[src/rtl/acia_fifo.sv]
// rtl/acia_fifo.sv - 6551-compatible ACIA with TX/RX FIFOs, internal baud generator and level IRQ.
// Optional build macro ACIA_FIFO_HWFLOW_EN: automatic RTS deassertion when the RX FIFO nears full.

module acia_fifo_buf #(
    parameter int DEPTH = 16,
    parameter int AW    = $clog2(DEPTH)
) (
    input  logic          clk_i,
    input  logic          rst_i,
    input  logic          flush_i,
    input  logic          push_i,
    input  logic [7:0]    din_i,
    input  logic          pop_i,
    output logic [7:0]    head_o,
    output logic [AW:0]   count_o
);
    localparam logic [AW:0] FULL_CNT = (AW+1)'(DEPTH);

    logic [7:0]    mem_q [DEPTH];
    logic [AW-1:0] wr_q, rd_q;
    logic [AW:0]   cnt_q;
    logic          do_pop, do_push;

    // A pop frees a slot in the same cycle, so a full FIFO still accepts a push alongside it.
    assign do_pop  = pop_i && (cnt_q != '0);
    assign do_push = push_i && ((cnt_q != FULL_CNT) || do_pop);
    assign head_o  = mem_q[rd_q];
    assign count_o = cnt_q;

    always_ff @(posedge clk_i) begin
        if (rst_i || flush_i) begin
            wr_q  <= '0;
            rd_q  <= '0;
            cnt_q <= '0;
        end else begin
            if (do_push) wr_q <= wr_q + 1'b1;
            if (do_pop)  rd_q <= rd_q + 1'b1;
            if (do_push && !do_pop)      cnt_q <= cnt_q + 1'b1;
            else if (do_pop && !do_push) cnt_q <= cnt_q - 1'b1;
        end
    end

    always_ff @(posedge clk_i) begin
        if (do_push && !flush_i && !rst_i) mem_q[wr_q] <= din_i;
    end
endmodule

module acia_fifo #(
    parameter int DEPTH     = 16,
    parameter int CLK_DIV   = 13,
    parameter int RX_THRESH = 8
) (
    input  logic       PHI2,
    input  logic       RESET,
    input  logic       CS,
    input  logic       RWN,
    input  logic [1:0] RS,
    input  logic [7:0] DATAIN,
    output logic [7:0] DATAOUT,
    input  logic       RXD,
    output logic       TXD,
    output logic       RTSB,
    input  logic       CTSB,
    output logic       DTRB,
    output logic       IRQn
);
    localparam int AW = $clog2(DEPTH);
    localparam int CW = AW + 1;
    localparam int BW = $clog2(CLK_DIV * 16);
    localparam logic [CW-1:0] FULL_CNT = CW'(DEPTH);
    localparam logic [CW-1:0] THR_CNT  = CW'(RX_THRESH);

    typedef enum logic [2:0] {ST_IDLE, ST_START, ST_DATA, ST_PAR, ST_STOP} ser_state_e;

    logic          cs_q, acc, wr_acc, rd_acc, prog_rst, tx_push, rx_pop;
    logic [7:0]    cmd_q, ctrl_q, dout_q, last_q, status;
    logic          ovr_q, fe_q, pe_q, irqn_q, irq_d, rtsb_q, stat6;
    logic [BW-1:0] baud_q, baud_lim;
    logic          tick;
    logic [2:0]    rxd_s_q;
    logic [1:0]    ctsb_s_q;
    logic [2:0]    nbits_m1;

    logic [7:0]    tx_head, rx_head;
    logic [CW-1:0] tx_cnt, rx_cnt;
    logic          tx_pop, rx_full;

    ser_state_e    tx_st_q, rx_st_q;
    logic [3:0]    tx_tk_q, rx_tk_q;
    logic [2:0]    tx_bit_q, rx_bit_q;
    logic [7:0]    tx_sh_q, rx_sh_q, rx_byte_q;
    logic          tx_par_q, tx_stop2_q, txd_q;
    logic          rx_push_q, rx_fe_q, rx_pe_q, rx_pe_pend_q;

    function automatic logic calc_par(input logic [7:0] d, input logic [1:0] mode, input logic [1:0] wl);
        logic [7:0] dm;
        dm = d & (8'hFF >> wl);
        case (mode)
            2'b00:   calc_par = ~^dm;
            2'b01:   calc_par = ^dm;
            2'b10:   calc_par = 1'b1;
            default: calc_par = 1'b0;
        endcase
    endfunction

    // One access per CS low period: act only on the cycle CS is first seen low.
    assign acc      = cs_q && !CS;
    assign wr_acc   = acc && !RWN;
    assign rd_acc   = acc && RWN;
    assign tx_push  = wr_acc && (RS == 2'd0);
    assign prog_rst = wr_acc && (RS == 2'd1);
    assign rx_pop   = rd_acc && (RS == 2'd0);
    assign rx_full  = (rx_cnt == FULL_CNT);
    assign nbits_m1 = 3'd7 - {1'b0, ctrl_q[6:5]};

    acia_fifo_buf #(.DEPTH(DEPTH)) u_tx_fifo (
        .clk_i(PHI2), .rst_i(RESET), .flush_i(prog_rst),
        .push_i(tx_push), .din_i(DATAIN), .pop_i(tx_pop),
        .head_o(tx_head), .count_o(tx_cnt)
    );

    acia_fifo_buf #(.DEPTH(DEPTH)) u_rx_fifo (
        .clk_i(PHI2), .rst_i(RESET), .flush_i(prog_rst),
        .push_i(rx_push_q), .din_i(rx_byte_q), .pop_i(rx_pop),
        .head_o(rx_head), .count_o(rx_cnt)
    );

    assign baud_lim = BW'(CLK_DIV * (int'(ctrl_q[3:0]) + 1) - 1);
    assign tick     = (baud_q == baud_lim);

    always_ff @(posedge PHI2) begin
        if (RESET) begin
            cs_q     <= 1'b1;
            rxd_s_q  <= 3'b111;
            ctsb_s_q <= 2'b11;
            baud_q   <= '0;
        end else begin
            cs_q     <= CS;
            rxd_s_q  <= {rxd_s_q[1:0], RXD};
            ctsb_s_q <= {ctsb_s_q[0], CTSB};
            if ((wr_acc && RS == 2'd3) || tick) baud_q <= '0;
            else                                baud_q <= baud_q + 1'b1;
        end
    end

    // Transmitter only moves on baud ticks, so every bit is exactly 16 tick periods.
    assign tx_pop = (tx_st_q == ST_IDLE) && tick && (tx_cnt != '0) && !ctsb_s_q[1];

    always_ff @(posedge PHI2) begin
        if (RESET) begin
            tx_st_q    <= ST_IDLE;
            tx_tk_q    <= '0;
            tx_bit_q   <= '0;
            tx_sh_q    <= '0;
            tx_par_q   <= 1'b0;
            tx_stop2_q <= 1'b0;
            txd_q      <= 1'b1;
        end else if (tick) begin
            tx_tk_q <= tx_tk_q + 4'd1;
            case (tx_st_q)
                ST_IDLE: begin
                    tx_tk_q <= '0;
                    if (tx_pop) begin
                        tx_st_q  <= ST_START;
                        tx_sh_q  <= tx_head;
                        tx_par_q <= calc_par(tx_head, cmd_q[7:6], ctrl_q[6:5]);
                        tx_bit_q <= '0;
                        txd_q    <= 1'b0;
                    end
                end
                ST_START: if (tx_tk_q == 4'd15) begin
                    tx_st_q <= ST_DATA;
                    txd_q   <= tx_sh_q[0];
                    tx_sh_q <= {1'b0, tx_sh_q[7:1]};
                end
                ST_DATA: if (tx_tk_q == 4'd15) begin
                    if (tx_bit_q == nbits_m1) begin
                        tx_stop2_q <= ctrl_q[7];
                        tx_st_q    <= cmd_q[5] ? ST_PAR : ST_STOP;
                        txd_q      <= cmd_q[5] ? tx_par_q : 1'b1;
                    end else begin
                        tx_bit_q <= tx_bit_q + 3'd1;
                        txd_q    <= tx_sh_q[0];
                        tx_sh_q  <= {1'b0, tx_sh_q[7:1]};
                    end
                end
                ST_PAR: if (tx_tk_q == 4'd15) begin
                    tx_st_q <= ST_STOP;
                    txd_q   <= 1'b1;
                end
                ST_STOP: if (tx_tk_q == 4'd15) begin
                    if (tx_stop2_q) tx_stop2_q <= 1'b0;
                    else            tx_st_q    <= ST_IDLE;
                end
                default: tx_st_q <= ST_IDLE;
            endcase
        end
    end

    // Receiver: sample mid-bit; the state after the start check counts 16 ticks per bit.
    always_ff @(posedge PHI2) begin
        if (RESET) begin
            rx_st_q      <= ST_IDLE;
            rx_tk_q      <= '0;
            rx_bit_q     <= '0;
            rx_sh_q      <= '0;
            rx_byte_q    <= '0;
            rx_push_q    <= 1'b0;
            rx_fe_q      <= 1'b0;
            rx_pe_q      <= 1'b0;
            rx_pe_pend_q <= 1'b0;
        end else begin
            rx_push_q <= 1'b0;
            if (rx_st_q == ST_IDLE) begin
                if (rxd_s_q[2] && !rxd_s_q[1]) begin
                    rx_st_q      <= ST_START;
                    rx_tk_q      <= '0;
                    rx_bit_q     <= '0;
                    rx_sh_q      <= '0;
                    rx_pe_pend_q <= 1'b0;
                end
            end else if (tick) begin
                rx_tk_q <= rx_tk_q + 4'd1;
                case (rx_st_q)
                    ST_START: if (rx_tk_q == 4'd7) begin
                        rx_tk_q <= '0;
                        rx_st_q <= rxd_s_q[1] ? ST_IDLE : ST_DATA;
                    end
                    ST_DATA: if (rx_tk_q == 4'd15) begin
                        rx_sh_q[rx_bit_q] <= rxd_s_q[1];
                        if (rx_bit_q == nbits_m1) rx_st_q  <= cmd_q[5] ? ST_PAR : ST_STOP;
                        else                      rx_bit_q <= rx_bit_q + 3'd1;
                    end
                    ST_PAR: if (rx_tk_q == 4'd15) begin
                        rx_pe_pend_q <= (rxd_s_q[1] != calc_par(rx_sh_q, cmd_q[7:6], ctrl_q[6:5]));
                        rx_st_q      <= ST_STOP;
                    end
                    ST_STOP: if (rx_tk_q == 4'd15) begin
                        rx_push_q <= 1'b1;
                        rx_byte_q <= rx_sh_q;
                        rx_fe_q   <= !rxd_s_q[1];
                        rx_pe_q   <= cmd_q[5] && rx_pe_pend_q;
                        rx_st_q   <= ST_IDLE;
                    end
                    default: rx_st_q <= ST_IDLE;
                endcase
            end
        end
    end

    always_ff @(posedge PHI2) begin
        if (RESET || prog_rst) begin
            ovr_q <= 1'b0;
            fe_q  <= 1'b0;
            pe_q  <= 1'b0;
        end else begin
            if (rx_pop) begin
                ovr_q <= 1'b0;
                fe_q  <= 1'b0;
                pe_q  <= 1'b0;
            end
            if (rx_push_q) begin
                if (rx_fe_q) fe_q <= 1'b1;
                if (rx_pe_q) pe_q <= 1'b1;
                if (rx_full && !rx_pop) ovr_q <= 1'b1;
            end
        end
    end

`ifdef ACIA_FIFO_HWFLOW_EN
    localparam logic [CW-1:0] HI_WATER = CW'(DEPTH - 2);
    localparam logic [CW-1:0] LO_WATER = CW'(DEPTH - 4);
    logic auto_rts_q;

    always_ff @(posedge PHI2) begin
        if (RESET)                    auto_rts_q <= 1'b0;
        else if (rx_cnt >= HI_WATER)  auto_rts_q <= 1'b1;
        else if (rx_cnt <= LO_WATER)  auto_rts_q <= 1'b0;
    end
    assign stat6 = auto_rts_q;
`else
    assign stat6 = (tx_cnt == FULL_CNT);
`endif

    assign irq_d = cmd_q[0] && (((cmd_q[3:2] == 2'b01) && (tx_cnt == '0)) ||
                                (!cmd_q[1] && ((rx_cnt >= THR_CNT) || ovr_q || fe_q || pe_q)));
    assign status = {irq_d, stat6, (rx_cnt >= THR_CNT), (tx_cnt == '0), (rx_cnt != '0), ovr_q, fe_q, pe_q};

    always_ff @(posedge PHI2) begin
        if (RESET) begin
            cmd_q  <= '0;
            ctrl_q <= '0;
            dout_q <= '0;
            last_q <= '0;
            irqn_q <= 1'b1;
            rtsb_q <= 1'b1;
        end else begin
            irqn_q <= !irq_d;
`ifdef ACIA_FIFO_HWFLOW_EN
            rtsb_q <= (cmd_q[3:2] == 2'b00) || auto_rts_q;
`else
            rtsb_q <= (cmd_q[3:2] == 2'b00);
`endif
            if (prog_rst) cmd_q <= {cmd_q[7:5], 5'b0};
            if (wr_acc && RS == 2'd2) cmd_q  <= DATAIN;
            if (wr_acc && RS == 2'd3) ctrl_q <= DATAIN;
            if (rd_acc) begin
                case (RS)
                    2'd0: begin
                        if (rx_cnt != '0) begin
                            dout_q <= rx_head;
                            last_q <= rx_head;
                        end else begin
                            dout_q <= last_q;
                        end
                    end
                    2'd1:    dout_q <= status;
                    2'd2:    dout_q <= cmd_q;
                    default: dout_q <= ctrl_q;
                endcase
            end
        end
    end

    assign DATAOUT = dout_q;
    assign TXD     = txd_q;
    assign RTSB    = rtsb_q;
    assign DTRB    = ~cmd_q[0];
    assign IRQn    = irqn_q;
endmodule
[config.mk]
export PLATFORM = sky130hd
export DESIGN_NAME = acia_fifo
export DESIGN_NICKNAME = d
export VERILOG_FILES = /design/src/rtl/acia_fifo.sv
export SDC_FILE = /design/constraint.sdc
export NUM_CORES = 1
export LEC_CHECK = 0
export BUFFER_PORTS_ARGS = -buffer_cell sky130_fd_sc_hd__buf_2
export CAP_MARGIN = 20
export CORE_ASPECT_RATIO = 0.5
export CORE_MARGIN = 5
export CORE_UTILIZATION = 30
export DETAILED_ROUTE_END_ITERATION = 8
export GPL_ROUTABILITY_DRIVEN = 0
export PLACE_DENSITY_LB_ADDON = 0.2
export SLEW_MARGIN = 15
export SYNTH_ARGS = -nofsm -noshare
export SYNTH_HDL_FRONTEND = slang
export SYNTH_HIERARCHICAL = 1
export SYNTH_SLANG_ARGS = --single-unit
[constraint.sdc]
create_clock -name PHI2 -period 5.7 [get_ports PHI2]
set_input_delay 1.14 -clock PHI2 [delete_from_list [all_inputs] [get_ports PHI2]]
set_output_delay 1.14 -clock PHI2 [all_outputs]
set_load 0.005 [all_outputs]
Yosys cells after proc, flatten, opt, wreduce, memory -nomap -nowiden --
Memories as Yosys holds them, arrays and structs flattened. A register that Yosys moved wholly into a read port is not among the register bits. Index checks and enable logic that the tools add are counted.
Operators by class: equal/unequal tests 40, multiplexer cells 97, $mul 1, shifts and indexed selects 1, bitwise operators 6, $lt $le $gt $ge 3, $add $sub $neg 16, reductions and logical operators 89
Operator list (count):
- 2-to-1 mux 8 bit | 11
- 2-to-1 mux 3 bit | 25
- one-hot mux 8 bit (3 select lines) | 2
- 2-to-1 mux 4 bit | 10
- 2-to-1 mux 1 bit | 34
- logical AND 1 bit | 30
- 2-to-1 mux 5 bit | 5
- adder 4 x 1 -> 4 bit (second input constant) | 6
- nonzero test 2 bit | 9
- bitwise AND 8 bit | 2
- != test 2 bit (second input constant) | 8
- XNOR reduction 8 bit | 2
- XOR reduction 8 bit | 2
- != test 3 bit (second input constant) | 5
- one-hot mux 3 bit (5 select lines) | 1
- AND reduction 5 bit | 3
- zero test 1 bit | 13
- equality test 3 x 2 -> 1 bit (second input constant) | 4
- one-hot mux 3 bit (4 select lines) | 1
- AND reduction 4 bit | 3
- AND reduction 6 bit | 2
- adder 5 x 1 -> 5 bit (second input constant) | 2
- equality test 5 bit (second input constant) | 2
- != test 5 bit (second input constant) | 2
- other kinds (42) | 69
Storage, ports and cells: memories kept 2, output and inout bits 12, register bits after elaboration 128, bits of input ports 16, memory bits (writable) 256
Memory list:
- u_rx_fifo.mem_q | depth 16, bits a word 8, rd ports 1, clocked after Yosys merged registers in 1, wr ports 1, RTL line 19 | logic [7:0] mem_q [DEPTH];
- u_tx_fifo.mem_q | depth 16, bits a word 8, rd ports 1, clocked after Yosys merged registers in 1, wr ports 1, RTL line 19

Logic depth before layout (Yosys ltp) --
Gate-level depths: netlist of the first run.
word-level depth 14, mapped depth 23, mapped depth without buffers 23

Hierarchy --
Netlist of the first run, hierarchy kept.
Modules (own cells, without submodules):
- acia_fifo | times used 1, seq. area each 2042.0 µm², cells each 678, area each 5789.3 µm²
- acia_fifo_buf (u_rx_fifo) | times used 1, seq. area each 4184.0 µm², cells each 308, area each 5764.3 µm²
- acia_fifo_buf (u_tx_fifo) | times used 1, seq. area each 4184.0 µm², cells each 306, area each 5764.3 µm²

Worst setup path after synthesis of the first run --
Ideal clock, no wire load.
path kind reg2reg, start point reg ctrl_q[0], end point reg u_tx_fifo.cnt_q[3], in the netlist u_tx_fifo/count_o[3], clock period less this slack 5.276 ns, stages on the path, launching flop included 24, arrival time 5.154 ns, path slack 0.424 ns, cell sequence dfxtp_1 > inv_1 > ha_1 > inv_1 > ha_1 > inv_1 > ha_1 > fa_1 > ha_1 > a21oi_1 > a21oi_1 > or3b_1 > and2_1 > and3_1 > nand2b_1 > o21ai_4 > inv_1 > ha_1 > inv_1 > ha_1 > a21o_1 > a21oi_1 > nor4_1 > a311o_1
On the way: cells in the longest elaborated chain, start to end 13, elaborated cells between the ends (all ways) 16
Ends and longest elaborated chain:
- from (decl) | RTL line 76 | logic [7:0] cmd_q, ctrl_q, dout_q, last_q, status;
- from (signal assigned) | RTL line 292 | ctrl_q <= '0;
- from (signal assigned) | RTL line 306 | if (wr_acc && RS == 2'd3) ctrl_q <= DATAIN;
- adder 4 x 1 -> 5 bit (*) | RTL line 128 | assign baud_lim = BW'(CLK_DIV * (int'(ctrl_q[3:0]) + 1) - 1);
- multiplier 4 x 5 -> 8 bit (*) | RTL line 128
- subtractor 8 x 1 -> 8 bit (*) | RTL line 128
- equality test 8 bit (*) | RTL line 129 | assign tick = (baud_q == baud_lim);
- logical AND 1 bit (*) (3 in series) | RTL line 147 | assign tx_pop = (tx_st_q == ST_IDLE) && tick && (tx_cnt != '0) && !ctsb_s_q[1];
- named net tx_pop | RTL line 86 | logic tx_pop, rx_full;
- logical AND 1 bit (*) | RTL line 25 | assign do_pop = pop_i && (cnt_q != '0);
- logical OR 1 bit | RTL line 26 | assign do_push = push_i && ((cnt_q != FULL_CNT) || do_pop);
- logical AND 1 bit | RTL line 26
- zero test 1 bit | RTL line 39 | else if (do_pop && !do_push) cnt_q <= cnt_q - 1'b1;
- logical AND 1 bit | RTL line 39
- nonzero test 2 bit (no line)
- to (signal assigned) | RTL line 38 | if (do_push && !do_pop) cnt_q <= cnt_q + 1'b1;
- to (signal assigned) | RTL line 39
- to (decl) | RTL line 21 | logic [AW:0] cnt_q;
Mark *: on every way through the listed nets, which the timed path passes. The rest lies on a longest branch. A chain may end at the register's enable or synchronous reset.

Worst setup path after layout of the first run --
Ends and elaborated chain as after synthesis.

==> results of run 1 <==
[cells by family after synthesis]
family / after synthesis / share of synthesized area [%]
xor+xnor: 50 / 2.73
buf+inv: 107 / 2.52
compound gates: 221 / 8.83
simple gates: 366 / 10.9
flops: 392 / 60.1
mux: 113 / 11.6
fa+ha+maj: 43 / 3.32
[stage by stage]
step / setup slack, ns / area [sq um] / util [%] / instances / total power, uW
after floorplan: 0.424 / 17300 / - / 1292 / 3240
after global placement: 0.230 / 18200 / 31.9 / 2034 / 3330
after detailed placement: 0.0134 / 18200 / 31.9 / 2034 / 3330
after CTS: 0.00464 / 19600 / 34.2 / 2109 / 6030
after global routing: -0.00924 / 19600 / 34.3 / 2111 / 6170
final: 0.260 / 19600 / 34.3 / 2111 / 5950
[power groups by stage]
stage | logic, uW | clock network [uW] | registers (uW)
global route | 268 | 2880 | 3030
detailed placement | 243 | 0 | 3090
floorplan | 152 | 0 | 3090
finish | 244 | 2680 | 3030
CTS | 245 | 2760 | 3030
global placement | 240 | 0 | 3090
[layer usage]
| layer | vias to the layer above | global-route usage, % |
|---|---|---|
| met4 | 0 | 3.29 |
| met1 | 5411 | 18.2 |
| li1 | 4992 | - |
| met3 | 63 | 2.25 |
| met5 | - | 0 |
| met2 | 187 | 21.9 |
[how the worst max path moves through the flow]
stage                                   endpoint                    from  slack [ns]  cells past startpoint
6_report       u_tx_fifo/count_o[3]$_SDFFE_PP0P_  ctrl_q[0]$_SDFFE_PP0P_        0.26                     23
5_1_grt        u_tx_fifo/count_o[3]$_SDFFE_PP0P_  ctrl_q[0]$_SDFFE_PP0P_      -0.009                     23
4_1_cts        u_tx_fifo/count_o[3]$_SDFFE_PP0P_  ctrl_q[1]$_SDFFE_PP0P_       0.005                     23
3_5_place_dp   u_tx_fifo/count_o[3]$_SDFFE_PP0P_  ctrl_q[0]$_SDFFE_PP0P_        0.01                     23
3_3_place_gp   u_tx_fifo/count_o[3]$_SDFFE_PP0P_  ctrl_q[1]$_SDFFE_PP0P_        0.23                     23
2_1_floorplan  u_tx_fifo/count_o[3]$_SDFFE_PP0P_  ctrl_q[0]$_SDFFE_PP0P_        0.42                     23
[sequential cells by signal (all words and copies together), names as in the netlist, 5 cells and up, named ones only]
register,count
cmd_q,8
u_tx_fifo/count_o,5
u_tx_fifo/mem_q,128
rx_byte_q,8
ctrl_q,8
u_rx_fifo/count_o,5
last_q,8
tx_sh_q,8
rx_sh_q,8
u_rx_fifo/mem_q,128
DATAOUT,8
baud_q,8
[area by class of cell]
type	count	area, sq um
Fill cell	5546	37600
Sequential cell	392	10400
Multi-Input combinational cell	793	6500
Clock buffer	62	1180
Tap cell	768	961
Timing Repair Buffer	43	255
Inverter	40	150
Clock inverter	13	148
[critical path, delay by kind of cell (launching register included)]
| family | cells | cell delay, ns |
|---|---|---|
| fa+ha+maj | 7 | 2.14 |
| compound gates | 6 | 1.19 |
| simple gates | 5 | 1.12 |
| buf+inv | 4 | 0.37 |
| flops | 1 | 0.32 |
| xor+xnor | 1 | 0.17 |
[cell usage in the layout (no fill, tap or decap), drive strengths merged, types with 13 or more instances in the layout]
master,n
clkbuf,62
nand2,70
nand3,51
and2,23
xor2,26
ha,38
a22oi,35
a21oi,49
o21ai,40
a211oi,14
edfxtp,256
nor2,100
mux4,69
o211ai,26
nor3,16
buf,43
xnor2,22
dfxtp,136
nand4,13
inv,42
mux2i,39
[repair_timing]
item | 4_1_cts | 5_1_grt
endpoints found under the setup margin | 1 | 33
hold buffers | 0 | 0
buffers inserted | 0 | 2
cloned | 0 | 0
resized for setup | 1 | 7
pin swaps | 0 | 1
==> impl_metrics.csv, run 1 <==
group,metric,value,unit
outcome,status,"completed",
synthesis,syn_inst,1292,
power_and_ir_drop,clkPwrFrac,45.0,%
global_routing,grt_first_pass_wirelength,65600,um
cells_and_area,nets,1370,
synthesis,synth.distinct_cells,75,
clock_tree,clock_sinks,392,
cells_and_area,antennaDiodeCount,0,
worst_setup_path,crit_arrival,5.85,ns
routing,wl_met3,1500,um
power_and_ir_drop,ir_drop,0.000171,V
timing,fin_skew,0.0198,ns
timing,finalHoldWorstSlack,0.406,ns
global_routing,grt_pass1_vias,10979,
worst_setup_path,worstReg2RegEnd,"u_tx_fifo/count_o[3]$_SDFFE_PP0P_",
global_routing,overflow,0,
worst_setup_path,critPathKind,"flip-flop to flip-flop",
synthesis,ys_seq_area_share,60.1,%
synthesis,syn-cell-area,17300,sq um
synthesis,synth.most_common_cell,"edfxtp_1",
routing,ant_nets,0,
timing,finalSetupViolCount,0,
power_and_ir_drop,leakagePower,0.00664,uW
global_routing,antenna_found_initial,0,
power_and_ir_drop,p_int,4660,uW
worst_setup_path,r2r_start,"ctrl_q[0]$_SDFFE_PP0P_",
die,rows,62,
clock_tree,worstSkewPairLatency,0.55,ns
synthesis,yosys-top-cells-area,"edfxtp_1, dfxtp_1, mux4_2",
die,fp.dieArea,62900,sq um
die,core,57200,sq um
clock_tree,cts_tree,"built",
timing,hold_viol_final,0,
power_and_ir_drop,swShare,21.8,%
power_and_ir_drop,pwr-share-comb,4.1,%
timing,tns,0,ns
routing,wl_met2,20000,um
routing,vias,10653,
die,ios,28,
timing,slew_headroom,32.5,%
global_routing,grt_max_degree,53,
routing,routed.top_layer,"met4",
synthesis,synth_nets,1351,
synthesis,synth_edf_count,256,
run,maxCapViolations,0,
cells_and_area,drive_above_1_share,16.2,%
worst_setup_path,slowest_stage,"fa_1",
worst_setup_path,crit_chain,"buf_4 -> ha_1 -> xnor2_2 -> ha_1 -> inv_1 -> ha_1 -> fa_1 -> ha_1 -> a21oi_2 -> a21oi_1 -> or3b_1 -> and2_1 -> and3_2 -> nand2b_4 -> o21ai_4 -> inv_1 -> ha_1 -> inv_2 -> ha_1 -> a21o_1 -> a21oi_2 -> nor4_1 -> a311o_1",
power_and_ir_drop,seqPwrFrac,50.9,%
placement,port_buffers,27,
worst_setup_path,rr_worst_depth,23,
routing,vias_per_cell,5.05,
synthesis,yosys_warnings,6,
global_routing,grtUsageTotal,13.2,%
min_path,min_path_type,"flip-flop to flip-flop",
die,start_util,30.2,%
routing,dr.pass1.iters,7,
worst_setup_path,r2r_setup_slack,0.26,ns
synthesis,yosys_register_bits,392,
routing,routedWlPerCell,20.0,um
worst_setup_path,slowest_delay,0.48,ns
synthesis,synth_area_per_cell,13.4,sq um
min_path,worstHoldStart,"rxd_s_q[0]$_SDFF_PP1_",
routing,finalWirelength,42300,um
timing,max_freq,184,MHz
worst_setup_path,crit_path_end_kind,"flip-flop",
worst_setup_path,worstSetupStartpointType,"flip-flop",
die,dieWidth,350,um
synthesis,synth_ff_type,"edfxtp_1",
power_and_ir_drop,power_density,304,nW/um^2
timing,period_share,95.4,%
clock_tree,clock_path_buffers,3,
worst_setup_path,crit_top_cell,"ha_1",
min_path,holdPathEnd,"rxd_s_q[1]$_SDFF_PP1_",
clock_tree,h-tree-depth,2,
synthesis,synth_area_leader_cell,"edfxtp_1",
cells_and_area,syn_to_final_growth,13.2,%
synthesis,synth_top_area_share,44.4,%
worst_setup_path,required,6.11,ns
routing,drc_errors,0,
power_and_ir_drop,p_switching,1300,uW
clock_tree,cts-buffers-inserted,41,
placement,dp_hpwl,28300,um
clock_tree,path_clk_slew,0.06,ns
min_path,holdPathStages,1,
synthesis,async_flop_share,0,%
synthesis,netlist_top_cells_count,"edfxtp_1, dfxtp_1, nor2_1",
worst_setup_path,crit_path_max_fanout,5,
routing,met1Wirelength,19800,um
routing,drt_first_iter_violations,871,
timing,min_period,5.44,ns
timing,slew_viol_final,0,
clock_tree,cts-root-buf,"clkbuf_16",
timing,tightest_slew,1.01,ns
die,dieHeight,180,um
Note: power is estimated with default switching activity, not from simulation.
==> inputs of run 2 (changes only) <==
--- a/config.mk
+++ b/config.mk
@@ -5,6 +5,7 @@
 export SDC_FILE = /design/constraint.sdc
 export NUM_CORES = 1
 export LEC_CHECK = 0
+export ABC_AREA = 1
 export BUFFER_PORTS_ARGS = -buffer_cell sky130_fd_sc_hd__buf_2
 export CAP_MARGIN = 20
 export CORE_ASPECT_RATIO = 0.5
==> constraint.sdc (replaced) <==
create_clock -name PHI2 -period 5.6 [get_ports PHI2]
set_input_delay 1.12 -clock PHI2 [delete_from_list [all_inputs] [get_ports PHI2]]
set_output_delay 1.12 -clock PHI2 [all_outputs]
set_load 0.005 [all_outputs]
==> run 2 against run 1 <==
  * Clock-buffer cell count fell by 9
  * Register-to-register slack improved by 0.23 ns
  * Non-clock buffer count rose by 5
  * Critical path depth rose by 8
  * Flip-flop and latch count did not move
  * Worst setup slack improved by 0.23 ns
  * Maximum frequency rose by 6.5%
  * Combinational power rose by 140%
  * Power rose by 9.1%
  * Sequential power rose by 3%
  * Clock skew rose by 0.0079 ns
  * Largest power group unchanged
==> impl_metrics.csv, run 2 <==
group,metric,value,unit
global_routing,grt_pass1_vias,12623,
timing,slew_headroom,36.1,%
clock_tree,worstSkewPairLatency,0.56,ns
timing,hold_viol_final,0,
power_and_ir_drop,power_density,318,nW/um^2
cells_and_area,syn_to_final_growth,12.4,%
timing,finalSetupViolCount,0,
worst_setup_path,slowest_delay,0.50,ns
clock_tree,clock_sinks,392,
die,dieHeight,184,um
synthesis,synth_simple_gate_area_share,23.8,%
clock_tree,post_cts_buffers,0,
routing,vias,13247,
synthesis,yosys_warnings,6,
cells_and_area,final_common_cell,"nand2_1",
die,ios,28,
placement,pre_cts_slack,0.188,ns
worst_setup_path,crit_arrival,5.59,ns
routing,drc_errors,0,
worst_setup_path,slowest_stage,"fa_1",
worst_setup_path,crit_path_max_fanout,6,
synthesis,syn_inst,2031,
power_and_ir_drop,leakagePower,0.00795,uW
synthesis,synth_top_area_share,42.3,%
synthesis,ys_seq_area_share,57.3,%
cells_and_area,final_cells,2894,
timing,period_share,91.2,%
timing,rsz0062_at_grt,"false",
timing,tns,0,ns
routing,ant_nets,0,
cells_and_area,nets,2109,
timing,min_period,5.11,ns
clock_tree,cts_hold_buf,0,
clock_tree,cts-buffers-inserted,40,
die,dieWidth,358,um
timing,tightest_slew,0.957,ns
min_path,min_path_type,"flip-flop to flip-flop",
clock_tree,cts-root-buf,"clkbuf_16",
cells_and_area,reg.largest.list,"u_rx_fifo/mem_q (128), u_tx_fifo/mem_q (128)",
cells_and_area,antennaDiodeCount,0,
die,start_util,30.5,%
synthesis,synth.distinct_cells,45,
cells_and_area,drive_above_1_share,8.41,%
synthesis,synthAdderAreaFrac,3.17,%
placement,dpl-instance-area,19000,sq um
clock_tree,h-tree-depth,2,
synthesis,syn-cell-area,18200,sq um
synthesis,synth_top_family_by_area,"simple AND/OR/NAND/NOR gates",
run,maxCapViolations,0,
routing,dr.pass1.iters,7,
die,core,59600,sq um
clock_tree,cts.repair.resized,0,
synthesis,synth_area_leader_cell,"edfxtp_1",
timing,slew_viol_final,0,
placement,dp_hpwl,30200,um
synthesis,synth_compound_area_share,7.47,%
synthesis,synth_area_per_cell,8.95,sq um
placement,post-place-cells,2819,
placement,port_buffers,27,
global_routing,grt_first_pass_wirelength,72400,um
timing,max_freq,196,MHz
timing,fin_skew,0.0277,ns
clock_tree,clock_path_buffers,3,
worst_setup_path,crit_top_cell,"nand2_1",
clock_tree,cts_tree,"built",
synthesis,synth_nets,2090,
global_routing,overflow,0,
cells_and_area,layout_common_cells,"nand2_1, edfxtp_1, nor2_1",
global_routing,grt_max_degree,57,
global_routing,grtUsageTotal,13.9,%
worst_setup_path,crit_path_end_kind,"flip-flop",
synthesis,synth_ff_type,"edfxtp_1",
synthesis,netlist_top_cells_count,"nand2_1, edfxtp_1, nor2_1",
synthesis,synthMuxAreaShare,0,%
cells_and_area,finalInstanceArea,20400,sq um
outcome,status,"completed",
routing,routedWlPerCell,15.9,um
die,rows,63,
synthesis,async_flop_share,0,%
worst_setup_path,worstSetupStartpointType,"flip-flop",
routing,finalWirelength,46000,um
worst_setup_path,critPathKind,"flip-flop to flip-flop",
routing,vias_per_cell,4.58,
routing,drt_first_iter_violations,844,
clock_tree,path_clk_slew,0.07,ns
synthesis,synth.most_common_cell,"nand2_1",
synthesis,synth_xor_area_share,1.45,%
synthesis,yosys_register_bits,392,
power_and_ir_drop,ir_drop,0.000188,V
synthesis,synth_edf_count,256,
timing,setup_slack,0.494,ns
global_routing,antenna_found_initial,0,
die,fp.dieArea,65900,sq um
worst_setup_path,required,6.09,ns
synthesis,yosys-top-cells-area,"edfxtp_1, dfxtp_1, nand2_1",
## run 2: worst max-delay path, delay by kind of cell, from the launching register on
kind	cells	cell delay, ns
fa+ha+maj	7	2.12
simple gates	16	1.68
buf+inv	6	0.55
flops	1	0.38
xor+xnor	1	0.17
compound gates	1	0.12
## run 2: final cells by class
cell class | count | area (sq um)
Fill cell | 6229 | 39200
Sequential cell | 392 | 10400
Multi-Input combinational cell | 1351 | 6540
Clock buffer | 53 | 1120
Tap cell | 812 | 1020
Inverter | 217 | 815
Timing Repair Buffer | 48 | 293
Clock inverter | 21 | 224
## run 2: final timing paths
check                                                          to  slack, ns  cells after the start                   start
worst max-delay path            u_tx_fifo/count_o[4]$_SDFFE_PP0P_       0.49                     31  ctrl_q[0]$_SDFFE_PP0P_
worst min-delay path                        rxd_s_q[1]$_SDFF_PP1_       0.42                      1   rxd_s_q[0]$_SDFF_PP1_
worst max register to register  u_tx_fifo/count_o[4]$_SDFFE_PP0P_       0.49                     31  ctrl_q[0]$_SDFFE_PP0P_
worst min register to register              rxd_s_q[1]$_SDFF_PP1_       0.42                      1   rxd_s_q[0]$_SDFF_PP1_
## run 2: logic make-up (layout without fill, tap and decap cells)
logic type | Yosys count | count (layout)
xor+xnor | 30 | 30
fa+ha+maj | 43 | 43
simple gates | 1031 | 1031
compound gates | 247 | 247
buf+inv | 288 | 339
flops | 392 | 392
## run 2: through the flow
stage               hold slack (ns)  util (%)  total power [uW]
detailed placement            0.411      32.0              3770
finish                        0.420      34.3              6500
floorplan                     0.389         -              3630
global placement              0.418      32.0              3770
CTS                           0.426      34.2              6580
global route                  0.428      34.3              6820
## run 2: per-layer routing
metal | vias to the layer above | GRT usage, % | share of wire [%]
met4 | 0 | 2.75 | 1.5
met1 | 6278 | 19.3 | 49
met2 | 179 | 23.3 | 46
li1 | 6739 | - | -
met5 | - | 0 | 0
met3 | 51 | 2.28 | 3.6
## run 2: where the power goes
part,internal [uW],switching (uW),total (uW)
Sequential,3090,32.1,3120
Combinational,185,411,595
Clock,1610,1170,2780
Total,4880,1610,6500
